<file path="src/rtl/wb_stage.sv">
// Writeback stage: merges single-cycle ALU results with buffered long-latency results
// into one registered register-file write per cycle, and exports a pending-write mask.
module wb_stage #(
    parameter int DATA_W       = 32,
    parameter int ADDR_W       = 5,
    parameter int DEPTH        = 2,
    parameter int STARVE_LIMIT = 4
) (
    input  logic                 clk,
    input  logic                 rst_n,
    input  logic                 alu_valid,
    output logic                 alu_ready,
    input  logic [ADDR_W-1:0]    alu_rd,
    input  logic [DATA_W-1:0]    alu_data,
    input  logic                 lsu_valid,
    output logic                 lsu_ready,
    input  logic [ADDR_W-1:0]    lsu_rd,
    input  logic [DATA_W-1:0]    lsu_data,
    output logic                 reg_write,
    output logic [ADDR_W-1:0]    rd,
    output logic [DATA_W-1:0]    write_data,
    output logic [2**ADDR_W-1:0] busy_mask
);

    localparam int PTR_W = (DEPTH > 1) ? $clog2(DEPTH) : 1;
    localparam int CNT_W = $clog2(DEPTH + 1);
    localparam int SC_W  = $clog2(STARVE_LIMIT + 1);
    localparam int NREG  = 2**ADDR_W;

    localparam logic [CNT_W-1:0] FULL_CNT  = CNT_W'(DEPTH);
    localparam logic [SC_W-1:0]  SC_LIMIT  = SC_W'(STARVE_LIMIT);

    logic [ADDR_W-1:0] fifo_rd_mem   [DEPTH];
    logic [DATA_W-1:0] fifo_data_mem [DEPTH];

    logic [DEPTH-1:0]  vld_q, vld_d;
    logic [PTR_W-1:0]  wr_ptr_q, wr_ptr_d;
    logic [PTR_W-1:0]  rd_ptr_q, rd_ptr_d;
    logic [CNT_W-1:0]  count_q, count_d;
    logic [SC_W-1:0]   starve_q, starve_d;
    logic              reg_write_q, reg_write_d;
    logic [ADDR_W-1:0] rd_q, rd_d;
    logic [DATA_W-1:0] wdata_q, wdata_d;

    logic alu_fire;
    logic push;
    logic drain;
    logic fifo_empty;

    assign fifo_empty = (count_q == '0);
    assign lsu_ready  = (count_q != FULL_CNT);
    assign alu_ready  = (starve_q != SC_LIMIT);
    assign alu_fire   = alu_valid & alu_ready;
    assign push       = lsu_valid & lsu_ready;
    // The buffer only drains in cycles the ALU does not win.
    assign drain      = ~alu_fire & ~fifo_empty;

    always_comb begin
        vld_d       = vld_q;
        wr_ptr_d    = wr_ptr_q;
        rd_ptr_d    = rd_ptr_q;
        count_d     = count_q + CNT_W'(push) - CNT_W'(drain);
        starve_d    = starve_q;
        reg_write_d = alu_fire | drain;
        rd_d        = rd_q;
        wdata_d     = wdata_q;

        if (drain) begin
            vld_d[rd_ptr_q] = 1'b0;
            rd_ptr_d        = rd_ptr_q + PTR_W'(1);
        end
        if (push) begin
            vld_d[wr_ptr_q] = 1'b1;
            wr_ptr_d        = wr_ptr_q + PTR_W'(1);
        end

        if (alu_fire) begin
            rd_d    = alu_rd;
            wdata_d = alu_data;
        end else if (drain) begin
            rd_d    = fifo_rd_mem[rd_ptr_q];
            wdata_d = fifo_data_mem[rd_ptr_q];
        end

        if (drain || fifo_empty) begin
            starve_d = '0;
        end else if (alu_fire && (starve_q != SC_LIMIT)) begin
            starve_d = starve_q + SC_W'(1);
        end
    end

    always_ff @(posedge clk or negedge rst_n) begin
        if (!rst_n) begin
            vld_q       <= '0;
            wr_ptr_q    <= '0;
            rd_ptr_q    <= '0;
            count_q     <= '0;
            starve_q    <= '0;
            reg_write_q <= 1'b0;
            rd_q        <= '0;
            wdata_q     <= '0;
        end else begin
            vld_q       <= vld_d;
            wr_ptr_q    <= wr_ptr_d;
            rd_ptr_q    <= rd_ptr_d;
            count_q     <= count_d;
            starve_q    <= starve_d;
            reg_write_q <= reg_write_d;
            rd_q        <= rd_d;
            wdata_q     <= wdata_d;
        end
    end

    // Payload storage needs no reset: occupancy is tracked by vld_q/count_q.
    always_ff @(posedge clk) begin
        if (push) begin
            fifo_rd_mem[wr_ptr_q]   <= lsu_rd;
            fifo_data_mem[wr_ptr_q] <= lsu_data;
        end
    end

    logic [NREG-1:0] entry_mask [DEPTH];

    for (genvar gi = 0; gi < DEPTH; gi++) begin : g_entry_mask
        assign entry_mask[gi] = vld_q[gi] ? (NREG'(1) << fifo_rd_mem[gi]) : '0;
    end

    always_comb begin
        busy_mask = reg_write_q ? (NREG'(1) << rd_q) : '0;
        for (int i = 0; i < DEPTH; i++) begin
            busy_mask = busy_mask | entry_mask[i];
        end
    end

    assign reg_write  = reg_write_q;
    assign rd         = rd_q;
    assign write_data = wdata_q;

endmodule

</file>
<file path="config.mk">
export PLATFORM = sky130hd
export DESIGN_NAME = wb_stage
export DESIGN_NICKNAME = d
export VERILOG_FILES = /design/src/rtl/wb_stage.sv
export SDC_FILE = /design/constraint.sdc
export NUM_CORES = 1
export LEC_CHECK = 0
export CAP_MARGIN = 30
export CORE_ASPECT_RATIO = 1.75
export CORE_MARGIN = 5
export CORE_UTILIZATION = 34
export DETAILED_ROUTE_END_ITERATION = 16
export DONT_BUFFER_PORTS = 1
export PLACE_DENSITY_LB_ADDON = 0.15
export SYNTH_ARGS = -nofsm -noshare
export SYNTH_HDL_FRONTEND = slang
export SYNTH_SLANG_ARGS = --single-unit
</file>
<file path="constraint.sdc">
create_clock -name clk -period 8.2 [get_ports clk]
set_input_delay 0.82 -clock clk [delete_from_list [all_inputs] [get_ports clk]]
set_output_delay 0.82 -clock clk [all_outputs]
set_load 0.005 [all_outputs]
</file>
# Word level (Yosys, flattened, before mapping)
# Memories as Yosys holds them, arrays and structs flattened.
# Cells that the tools add are included.
# word_totals
out_inout_bits,72
regBits,47
mem_bits_rw,74
inputBits,78
memories,2
# memory_table
name,words,word_bits,read_ports,rd_clocked_by_memory_dff,wr,line,rtl
fifo_data_mem,2,32,1,0,1,34,logic [DATA_W-1:0] fifo_data_mem [DEPTH];
fifo_rd_mem,2,5,3,0,1,33,logic [ADDR_W-1:0] fifo_rd_mem [DEPTH];
# op_classes
add_sub_neg,5
eq_ne,2
n_mux,17
n_shift,3
reduce_logical,7
bitwise_logic,11
n_lt_le_gt_ge,4
# ops
cell,n
$mux W32,5
$shl A1 B5 Y32 const A,3
$or A32 B32 Y32,2
$mux W5,2
$mux W3,2
$lt A1 B2 Y1 const B,2
$mux W1,4
$mux W2,2
$reduce_bool A2 Y1,2
$add A3 B1 Y3 const B,1
$and A1 B1 Y1,3
$logic_and A1 B1 Y1,3
$ne A3 B3 Y1 const B,1
$add A1 B1 Y1 const B,2
$add A2 B1 Y2,1
$and A2 B2 Y2,1
$demux W1 S1,2
$ge A1 B1 Y1 const B,2
$logic_not A2 Y1,1
$ne A2 B2 Y1 const B,1
$not A1 Y1,2
$not A2 Y2,1
$or A2 B2 Y2,1
$sub A2 B1 Y2,1
other kinds (2),2

# Logic depth before layout (Yosys ltp)
# logic_depth
word_depth,9
depth_mapped,8
depth_no_buf,8

# Least setup slack after synthesis
# Ideal clock, no wire load.
# synth_timing
path_kind,input to register
start,input lsu_valid
end,memory fifo_data_mem[0][0] (enable)
arrival_time_ns,2.471
setup_slack_ns,5.298
cell_stages,2
n_path_buf,0
path_cell_list,nand2_1 > nor2_1
# synth_between
elab_chain_cells,3
# synth_lines
item,line,rtl
"start, declared",15,"input logic lsu_valid,"
$and A1 B1 Y1,54,assign push = lsu_valid & lsu_ready;
$mux W1,116,if (push) begin
$mux W1 (not written as such),118,fifo_data_mem[wr_ptr_q] <= lsu_data;
"end, declared",34,
# No other way between the ends.

==> metrics.txt <==
Routed Antenna Nets=0; Cell Area, Placed=slightly below 6000 um2; Register Area=roughly 3400 um2; Max Root-Sink Buffers=2; drt first pass iters=5; CP required=7.38 ns; status=completed; die width=roughly 110 um; CP peak stage delay=about 0.7 ns; Fill cells=1,686; die area=slightly below 20,000 um2; syn nets=between 600 and 700; aggregate global-route resource usage=between 15 and 20%; CP max FO=12; Top FF cell, synth=edfxtp_1; Mapped Cells=521; gpl congestion=0.883; clock power share=30.7%; row count=63; sequential fraction of the synthesis area=around 59%; CP arrival=1.87 ns; clk slew on worst S/H paths=roughly 0.060 ns; setup TNS=0 ns; Slew Viols, Final=0; grt ovf=0; vias in the first global route=roughly 4,200; P_int=approximately 1.5 mW; Tmin final=2.69 ns; clock latency on the worst-skew pair=0.41 ns; drt via density=5.18; RSZ-0062 raised after global routing=false; Crit. End Element=primary output; Slew HR=approximately half; Vias=3,899; Net Sw Power=between 800 and 900 uW; ANT cells=0; total clock sinks=around 120; post-CTS sizing=0; Setup crit start kind=flip-flop; Die H=approximately 180 um; distinct cell type count after synthesis=44; cell area after synthesis=5760 um2; Peak Freq=around 370 MHz; logic gate share of total power=27.3%; CTS buffer count=17; drt first-iter violations=around 240; clk_skew=between 0.02 and 0.025 ns; area of the multi-input gates=2120 um2; Tcrit/Tclk final=32.8%; Peak VDD IR=0.000195 V; Starting Density=between 30 and 40%; routed wire length=approximately 15,000 um; max-cap violations=0; Root Driver=clkbuf_16; top cell type's share of synthesized area=around two fifths; area growth from synthesis to layout=12.2%; cts hold-fix bufs=0; Hold WC Path Type=primary input to asynchronous set/reset pin; final instance area=6460 um2; Yosys reg bits=approximately 120; leak pwr=roughly 2.5 nW; pwr dens=around 370 nW/um2; Net Sw Frac=between 30% and 40%; fraction of layout cells with a size suffix above 1=approximately 11%; # H-tree levels=4; most common cell in the synthesized netlist=nand2_1; largest cells by area after synthesis=edfxtp_1, dfrtp_1, nand2_1; Final Setup Violations=0; largest net degree at the start of global routing=79; synthesis warning total=0; Port Buffers=0; Hold Fails Final Rpt=0; CTS tree=done; fin nets=593; sequential cell fraction of total power=a little over two fifths; Post-CTS Setup Inserts=0; EDFF count, synth=74; Synth top cells by count=nand2_1, edfxtp_1, nor2_1; slowest stage cell, crit path=edfxtp_1; Core Area=roughly 17,000 um2; I/O pin cnt=150; post-route DRC violation count=0; syn_area_per_cell=11.1 um2; detailed placer's ending HPWL=around 11,000 um; first-pass GRT wire length=between 20,000 and 25,000 um; cells along the critical path=nor3b_2 > a32oi_1 > o41ai_1; Avg WL per Cell=a little over 20 um; antenna violations before repair=0; Synth area leader=edfxtp_1; Worst Max-Slew Pin Slew=~0.77 ns; Crit Path Class=flip-flop to primary output; Post-synth ARST share=38.8%
-- per-layer routing --
layer | track usage (%) | share of wire, % | up-vias
met5 | 0 | 0 | -
met4 | 9.45 | 4.7 | 0
met3 | 4.71 | 6.5 | 38
met2 | 29.6 | 55 | 147
met1 | 15.6 | 33 | 1876
li1 | - | - | 1838
-- logic make-up (layout without fill, tap and decap cells) --
family,count (synthesis),after routing,synth area share [%]
DFF,121,121,59.0
xor gates and xnor gates,4,4,0.609
adders and majority gates,3,3,0.652
AOI/OAI and AO/OA,119,119,12.6
and+or+nand+nor,202,202,16.4
buffers and inverters,35,39,4.30
muxes,37,37,6.43
-- state kept, by name (all words and copies together), names as in the netlist --
signal,flops
vld_q,2
starve_q,3
rd_ptr_q,1
reg_write,1
write_data,32
wr_ptr_q,1
fifo_rd_mem,10
rd,5
count_q,2
fifo_data_mem,64
-- power by group through the flow --
stage	logic [mW]	registers, mW	clock network, mW
2_1_floorplan	0.577	0.926	0
3_3_place_gp	0.646	1.01	0
3_5_place_dp	0.667	1.01	0
4_1_cts	0.668	1.00	0.750
5_1_grt	0.741	1.02	0.782
6_report	0.650	0.998	0.732
-- layout make-up --
class | count | area share (%)
flip-flops and latches | 121 | 52.6
multi-input cells | 365 | 32.8
repair buffers | 5 | 0.891
inverters | 2 | 0.116
well taps | 227 | 4.40
clock inverters | 15 | 2.54
clock buffers | 17 | 6.59
-- placed cells by master (no fill, tap or decap), drive strengths merged, types with 2 or more instances in the layout --
master / netlist / routed
nor2b: 8 / 8
mux2i: 37 / 37
dfrtp: 47 / 47
a22oi: 20 / 20
clkinvlp: 0 / 2
ha: 3 / 3
nor3b: 4 / 4
edfxtp: 74 / 74
nand2: 103 / 103
nand2b: 7 / 7
bufinv: 0 / 2
clkinv: 0 / 5
o31ai: 3 / 3
xnor2: 3 / 3
a32oi: 10 / 10
and2b: 4 / 4
clkbuf: 8 / 17
a21oi: 38 / 38
inv: 2 / 8
buf: 25 / 5
nor3: 7 / 7
nor2: 59 / 59
a21boi: 2 / 2
o21ai: 42 / 42
nand3: 5 / 5
-- final timing paths --
| path | from | to | slack, ns | depth (start not counted) |
|---|---|---|---|---|
| worst max-delay path | fifo_rd_mem[1][3] | busy_mask[11] | 5.51 | 3 |
| worst min-delay path | rst_n | write_data[29] | 0.11 | 0 |
| worst max register to register | starve_q[0] | count_q[1] | 5.92 | 9 |
| worst min register to register | starve_q[0] | starve_q[0] | 0.48 | 1 |
| max in group asynchronous | rst_n | rd_ptr_q | 7.98 | 0 |
| min in group clk | starve_q[0] | starve_q[0] | 0.48 | 1 |
-- through the flow --
stage | util (%) | worst slack, ns | hold slack [ns] | power [mW] | instances
after floorplan | - | 5.30 | 0.441 | 1.50 | 521
after global placement | 34.8 | 5.81 | 0.458 | 1.65 | 719
final | 38.5 | 5.51 | 0.108 | 2.38 | 752
after global routing | 38.5 | 5.41 | 0.0778 | 2.55 | 752
after CTS | 38.5 | 5.54 | 0.0863 | 2.42 | 752
after detailed placement | 35.0 | 5.76 | 0.474 | 1.68 | 720
-- worst max-delay path, delay by kind of cell (launching register included) --
| kind | cells | cell delay, ns |
|---|---|---|
| and+or+nand+nor | 1 | 0.46 |
| DFF | 1 | 0.68 |
| AOI/OAI and AO/OA | 2 | 0.31 |
No activity file was read; power rests on OpenSTA's default activity.
